==> src/rtl/uart_tx_ctrl.sv <==
// UART transmit sequencer: baud decode, frame sequencing and load/ready handshake.
// Optional UART_TX_TWO_STOP_EN: two stop bits per frame instead of one.
module uart_tx_ctrl #(
  parameter int CLK_HZ = 100000000
) (
  input  logic        clk,
  input  logic        reset,
  input  logic [3:0]  baud_sel,
  input  logic        eight,
  input  logic        parity_en,
  input  logic        odd_n_even,
  input  logic        load,
  input  logic [7:0]  data_in,
  input  logic        btu,
  output logic        do_it,
  output logic [19:0] k,
  output logic        tx,
  output logic        tx_rdy,
  output logic        tx_done
);

  // state  | meaning
  // IDLE   | line high, ready for load, k tracks baud_sel
  // START  | start bit (0)
  // DATA   | data bits, LSB first
  // PARITY | parity bit over the data bits
  // STOP   | stop bit(s) (1), tx_done on exit
  typedef enum logic [2:0] {
    S_IDLE,
    S_START,
    S_DATA,
    S_PARITY,
    S_STOP
  } state_t;

  state_t      state_q, state_d;
  logic [7:0]  shift_q, shift_d;
  logic [2:0]  bit_cnt_q, bit_cnt_d;
  logic        eight_q, eight_d;
  logic        par_en_q, par_en_d;
  logic        par_bit_q, par_bit_d;
  logic [19:0] k_q, k_d;
  logic        tx_q, tx_d;
  logic        tx_rdy_q, tx_rdy_d;
  logic        do_it_q, do_it_d;
  logic        tx_done_q, tx_done_d;
  logic [2:0]  last_bit;
  logic        data_b7;
`ifdef UART_TX_TWO_STOP_EN
  logic        stop_cnt_q, stop_cnt_d;
`endif

  // Terminal count is the bit period in clocks, rounded to nearest.
  function automatic logic [19:0] div_k(input int baud);
    return 20'((CLK_HZ + baud / 2) / baud);
  endfunction

  function automatic logic [19:0] baud_k(input logic [3:0] sel);
    logic [19:0] kv;
    case (sel)
      4'd0:    kv = div_k(300);
      4'd1:    kv = div_k(1200);
      4'd2:    kv = div_k(2400);
      4'd3:    kv = div_k(4800);
      4'd4:    kv = div_k(9600);
      4'd5:    kv = div_k(19200);
      4'd6:    kv = div_k(38400);
      4'd7:    kv = div_k(57600);
      4'd8:    kv = div_k(115200);
      4'd9:    kv = div_k(230400);
      4'd10:   kv = div_k(460800);
      4'd11:   kv = div_k(921600);
      default: kv = div_k(115200);
    endcase
    return kv;
  endfunction

  assign data_b7  = eight & data_in[7];
  assign last_bit = eight_q ? 3'd7 : 3'd6;

  always_comb begin
    state_d   = state_q;
    shift_d   = shift_q;
    bit_cnt_d = bit_cnt_q;
    eight_d   = eight_q;
    par_en_d  = par_en_q;
    par_bit_d = par_bit_q;
    k_d       = k_q;
    tx_done_d = 1'b0;
`ifdef UART_TX_TWO_STOP_EN
    stop_cnt_d = stop_cnt_q;
`endif
    if (state_q == S_IDLE) k_d = baud_k(baud_sel);

    case (state_q)
      S_IDLE: begin
        if (load) begin
          shift_d   = {data_b7, data_in[6:0]};
          eight_d   = eight;
          par_en_d  = parity_en;
          par_bit_d = (^data_in[6:0]) ^ data_b7 ^ odd_n_even;
          bit_cnt_d = 3'd0;
          state_d   = S_START;
        end
      end
      S_START: begin
        if (btu) begin
          bit_cnt_d = 3'd0;
          state_d   = S_DATA;
        end
      end
      S_DATA: begin
        if (btu) begin
          shift_d   = {1'b0, shift_q[7:1]};
          bit_cnt_d = bit_cnt_q + 3'd1;
          if (bit_cnt_q == last_bit) begin
            bit_cnt_d = 3'd0;
            state_d   = par_en_q ? S_PARITY : S_STOP;
          end
        end
      end
      S_PARITY: begin
        if (btu) state_d = S_STOP;
      end
      S_STOP: begin
        if (btu) begin
`ifdef UART_TX_TWO_STOP_EN
          if (stop_cnt_q) begin
            stop_cnt_d = 1'b0;
            tx_done_d  = 1'b1;
            state_d    = S_IDLE;
          end else begin
            stop_cnt_d = 1'b1;
          end
`else
          tx_done_d = 1'b1;
          state_d   = S_IDLE;
`endif
        end
      end
      default: state_d = S_IDLE;
    endcase

    // Line outputs follow the next state so they switch on the transition edge.
    tx_d     = 1'b1;
    tx_rdy_d = 1'b0;
    do_it_d  = 1'b1;
    case (state_d)
      S_IDLE: begin
        tx_rdy_d = 1'b1;
        do_it_d  = 1'b0;
      end
      S_START:  tx_d = 1'b0;
      S_DATA:   tx_d = shift_d[0];
      S_PARITY: tx_d = par_bit_q;
      default:  tx_d = 1'b1;
    endcase
  end

  always_ff @(posedge clk or posedge reset) begin
    if (reset) begin
      state_q   <= S_IDLE;
      shift_q   <= 8'd0;
      bit_cnt_q <= 3'd0;
      eight_q   <= 1'b0;
      par_en_q  <= 1'b0;
      par_bit_q <= 1'b0;
      k_q       <= 20'd333333;
      tx_q      <= 1'b1;
      tx_rdy_q  <= 1'b1;
      do_it_q   <= 1'b0;
      tx_done_q <= 1'b0;
`ifdef UART_TX_TWO_STOP_EN
      stop_cnt_q <= 1'b0;
`endif
    end else begin
      state_q   <= state_d;
      shift_q   <= shift_d;
      bit_cnt_q <= bit_cnt_d;
      eight_q   <= eight_d;
      par_en_q  <= par_en_d;
      par_bit_q <= par_bit_d;
      k_q       <= k_d;
      tx_q      <= tx_d;
      tx_rdy_q  <= tx_rdy_d;
      do_it_q   <= do_it_d;
      tx_done_q <= tx_done_d;
`ifdef UART_TX_TWO_STOP_EN
      stop_cnt_q <= stop_cnt_d;
`endif
    end
  end

  assign do_it   = do_it_q;
  assign k       = k_q;
  assign tx      = tx_q;
  assign tx_rdy  = tx_rdy_q;
  assign tx_done = tx_done_q;

endmodule

==> config.mk <==
export PLATFORM = sky130hd
export DESIGN_NAME = uart_tx_ctrl
export DESIGN_NICKNAME = d
export VERILOG_FILES = /design/src/rtl/uart_tx_ctrl.sv
export SDC_FILE = /design/constraint.sdc
export NUM_CORES = 1
export LEC_CHECK = 0
export BUFFER_PORTS_ARGS = -buffer_cell sky130_fd_sc_hd__buf_4
export CORE_MARGIN = 8
export CORE_UTILIZATION = 58
export CTS_CLUSTER_SIZE = 20
export DETAILED_ROUTE_END_ITERATION = 6
export GPL_ROUTABILITY_DRIVEN = 0
export PLACE_DENSITY = 0.89
export REMOVE_ABC_BUFFERS = 1
export SLEW_MARGIN = 20
export SYNTH_ARGS = -nofsm -noshare
export SYNTH_HDL_FRONTEND = slang
export SYNTH_SLANG_ARGS = --single-unit
==> constraint.sdc <==
create_clock -name clk -period 3.15 [get_ports clk]
set_input_delay 0.315 -clock clk [delete_from_list [all_inputs] [get_ports clk]]
set_output_delay 0.315 -clock clk [all_outputs]
set_load 0.05 [all_outputs]
After elaboration in Yosys (flattened, before gate mapping) --
Memories as Yosys holds them, arrays and structs flattened. A register that Yosys moved wholly into a read port is not among the register bits. Index checks and enable logic that the tools add are counted. W data, S select, Z words.
Word-level totals: output and inout bits 24, memories kept 1, latch bits 0, input bits 19, flip-flop bits (word level) 41, bits in writable memories 0, ROM bits 288, word-level logic and storage cells 58
Operators by class: shift-type cells 0, magnitude comparators 0, eq/ne operators 11, add/sub/neg operators 1, bitwise operators 3, reductions and logical operators 8, divide/modulo/power cells 0, multipliers 0, muxes and demuxes 22
Memories:
- (no name shown) | words 16, width 18, rd ports 1, clocked after memory_dff 1, wr ports 0, RTL line 60 | case (sel)
Operators with widths (number):
- $mux W3 | 11
- $mux W8 | 2
- $pmux W8 S2 | 1
- $pmux W3 S5 | 1
- $eq A3 B2 Y1 const B | 4
- $pmux W3 S3 | 1
- $reduce_xor A7 Y1 | 1
- $eq A3 B1 Y1 const B | 2
- $logic_not A3 Y1 | 2
- $ne A2 B2 Y1 const B | 3
- $mux W1 | 5
- $reduce_and A4 Y1 | 1
- $add A3 B1 Y3 const B | 1
- $eq A3 B3 Y1 | 1
- $eq A3 B3 Y1 const B | 1
- $pmux W1 S3 | 1
- $reduce_and A3 Y1 | 1
- $reduce_bool A3 Y1 | 1
- $reduce_and A2 Y1 | 1
- $reduce_bool A2 Y1 | 1
- $xor A1 B1 Y1 | 2
- $and A1 B1 Y1 | 1

Depth between registers and ports, before layout --
depth after elaboration 7, depth in mapped cells 7, gate-level depth less buffers 6

Least setup slack after synthesis --
OpenSTA, ideal clock, no wires.
path type register -> register, from reg state_q[1], to reg eight_q, data arrival time 1583 ps, required time 3025 ps, setup time 125 ps, period minus slack after synthesis 1708 ps, path slack 1442 ps, cell stages (with the launch flop) 7, path buffers 3, cell sequence dfrtp_1 -> buf_4 -> or3_1 -> buf_2 -> nor2_2 -> buf_2 -> mux2_2
On the way: word-level cells in the longest chain between the ends 2
Ends and longest elaborated chain:
- from (decl) | RTL line 36 | state_t state_q, state_d;
- from (signal assigned) | RTL line 177 | state_q <= state_d;
- $logic_not A3 Y1 | RTL line 95 | case (state_q)
- $reduce_and A2 Y1 (no source line)
- to (signal assigned) | RTL line 180 | eight_q <= eight_d;
- to (decl) | RTL line 39 | logic eight_q, eight_d;
No other way between the ends. A chain may end at the register's enable or synchronous reset.

Worst setup path after layout --
from reg state_q[0], to reg tx_q (netlist: tx)
On the way: word-level cells in the longest chain between the ends 5, elaborated cells between the ends (all ways) 17, those cells by class eq/ne: 7; mux: 9; reduce/logical: 1
Ends and longest elaborated chain:
- $mux W3 | RTL line 116 | if (bit_cnt_q == last_bit) begin
- $mux W3 | RTL line 113 | if (btu) begin
- $pmux W3 S5 | RTL line 95
- $eq A3 B2 Y1 / $eq A3 B1 Y1 (equally long branches) | RTL line 148 | case (state_d)
- $pmux W1 S3 * | RTL line 148
- net tx_d | RTL line 43 | logic tx_q, tx_d;
- to (signal assigned) | RTL line 184 | tx_q <= tx_d;
- to (decl) | RTL line 43
The timed path passes the listed nets; every way through them passes the cells marked *.

==> impl_metrics.yaml <==
yosys:
  synth_seq_area_share_pct: 49.6
  yosys_most_used_dff: "dfrtp_1"
  avgSynthCellArea_um2: 9.67
  synth.top_cell.area_share_pct: 36.4
  synth_seq_cells: 39
  synth_edf_count: 0
  synth_cell_types: 36
  synth.area.top_cells: "dfrtp_1 36%, dfstp_2 13%, o21ai_0 5.0%"
  yosysWarnings: 0
  syn_inst: 206
  yosysTopAreaCell: "dfrtp_1"
  syn-cell-area_mm2: 0.00199
  async_flop_share_pct: 100
route:
  drc: 0
  viasPerCell: 5.46
  vias: 1579
  wl_per_cell_um: 14.1
  drt_iter0_markers: 146
  wirelength_mm: 4.08
  postRouteAntennaNets: 0
  drtPass1Iterations: 4
floorplanning:
  rows: 21
  core_mm2: 0.00331
  initial_utilization_pct: 60.2
  die_w_um: 74.6
  io-pin-count: 43
  die_h_um: 74.6
  die_area_mm2: 0.00557
min_path:
  min_path_type: "in2async"
sta:
  setup_viol: 0
  max_freq_ghz: 0.471
  hold_viol: 0
  fin_setup_tns_ns: 0
  rsz0062_at_grt: "false"
  slew_viol_final: 0
  worstMarginPinSlew_ns: 0.527
  slew_headroom_pct: 64.7
  period_share_pct: 67.4
  fin_skew_ns: 0.00285
  period_minus_slack_ns: 2.12
cells_and_area:
  fin_nets: 267
  layout-drive-gt1-share_pct: 27.6
  n_antenna_cell: 0
  final_util_pct: 71.6
  syn_to_final_growth_pct: 19.0
clock_network:
  cts_tree: "yes"
  clkTransAtPathRegs_ns: 0.11
  cts.repair.resized: 0
  htreeDepth: 2
  ctsHoldBuffers: 0
  cts_sinks: 39
  cts_made_buffers: 5
  cts_setup_buffers: 0
  insertion_delay_ns: 0.34
  cts_buffer_depth: 2
  cts_root_buf: "clkbuf_4"
worst_setup_path:
  crit_chain: "or3_1, buf_4, nor2_2, a222oi_1, and2_1, mux2i_1"
  critPathArrivalTime_ns: 2.40
  r2r_end: "tx"
  criticalPathCategory: "reg2reg"
  critical_path.startpoint_type: "register"
  r2r_slack_ns: 1.03
  ff2ff_path_depth: 6
  slowest_stage: "dfrtp_1"
  required_ns: 3.43
  worstPathMaxFanout: 36
  r2r-start: "state_q[0]"
  cp-end-kind: "register"
  crit_start: "state_q[0]"
  slowest_delay_ns: 0.51
  crit_end: "tx"
grt:
  grt_first_pass_wirelength_mm: 6.96
  grt_max_degree: 40
  antenna_found_initial: 0
  grt_use_total_pct: 16.3
  first_global_vias: 1565
  gr-total-overflow: 0
outcome:
  status: "complete, no violations"
pwr:
  p_leak_nw: 1.17
  p_per_area_mw_per_mm2: 967
  ir_drop_uv: 617
placed_design:
  port_buffers: 40
  dp_hpwl_mm: 2.90
job:
  cap_violations: 0
==> critical path, delay by kind of cell, from the launching register on <==
| kind | cells | cell delay, ns |
|---|---|---|
| compound gates | 1 | 0.18 |
| buf+inv | 1 | 0.24 |
| flops | 1 | 0.51 |
| mux | 1 | 0.12 |
| simple gates | 3 | 0.99 |
==> report_power, final <==
part           total [mW]  leakage [nW]  switching [mW]  internal, mW
sequential          0.865         0.475           0.133         0.732
clock               0.288        0.0386           0.156         0.131
combinational        1.14         0.653           0.751         0.388
==> synthesized netlist by cell type, types with 3 or more instances <==
master	n
dfrtp_1	29
nand2_1	26
o21ai_0	20
inv_1	17
nor2_1	13
dfstp_2	10
a21oi_1	8
clkbuf_1	8
o31ai_1	8
xnor2_1	8
a222oi_1	7
ha_1	6
mux2_2	5
mux2i_1	4
nand2b_1	4
nand3_1	4
buf_2	3
buf_4	3
==> flip-flops by register name, indices dropped and copies added, names as in the netlist <==
| register | flops |
|---|---|
| tx_rdy | 1 |
| tx | 1 |
| state_q | 3 |
| tx_done | 1 |
| bit_cnt_q | 3 |
| par_bit_q | 1 |
| shift_q | 8 |
| k | 18 |
| par_en_q | 1 |
| eight_q | 1 |
| do_it | 1 |
==> per-layer routing <==
metal	track usage, %	wire length [um]
met1	19.8	1770
met2	24.8	1950
met3	5.26	282
met4	9.35	80
met5	0	0
==> cell usage in the layout (no fill, tap or decap), drive strengths merged <==
cell and count:
mux2i 4, a222oi 7, conb 2, clkbuf 8, o311ai 1, o21ai 20
nand2b 4, and2 1, or2 1, xnor2 8, a32o 1, or3 2
buf 42, and3 2, a21o 1, a21oi 8, ha 6, a311o 1
nor3 2, dfrtp 29, o31ai 8, dfstp 10, nand2 26, o21a 1
o22ai 2, nand3 4, nor2 14, xor2 1, nor2b 2, inv 17
o41ai 2, or4bb 1, mux2 5
==> area by class of cell <==
class | count | area, um2
Inverter | 17 | 63.8
Sequential cell | 39 | 988
Multi-Input combinational cell | 137 | 876
Tap cell | 46 | 57.6
Clock buffer | 8 | 68.8
Fill cell | 254 | 941
Timing Repair Buffer | 42 | 315
==> metrics by stage <==
| step | power (mW) | cells | cell area [um2] | setup WS (ns) | hold WS, ns |
|---|---|---|---|---|---|
| 2_1_floorplan | 1.68 | 193 | 1930 | 1.05 | 0.378 |
| 3_3_place_gp | 1.99 | 281 | 2300 | 1.12 | 0.457 |
| 3_5_place_dp | 2.02 | 281 | 2300 | 1.05 | 0.466 |
| 4_1_cts | 2.31 | 289 | 2370 | 1.03 | 0.0827 |
| 5_1_grt | 2.44 | 289 | 2370 | 0.892 | 0.120 |
| 6_report | 2.29 | 289 | 2370 | 1.03 | 0.0717 |
==> cell families after synthesis <==
family	share of synthesized area, %
compound gates	17.3
xor+xnor	3.96
fa+ha+maj	3.77
buf+inv	6.60
flops	49.6
mux	4.84
other cells	0.188
simple gates	13.8
==> how the worst min path moves through the flow <==
stage                 from    end  cells after the start
2_1_floorplan  baud_sel[2]  k[16]                      1
5_1_grt              reset  k[15]                      3
3_5_place_dp         reset  k[14]                      3
6_report             reset  k[14]                      3
4_1_cts              reset  k[14]                      3
3_3_place_gp         reset  k[14]                      3
(Power assumes the default switching activity.)
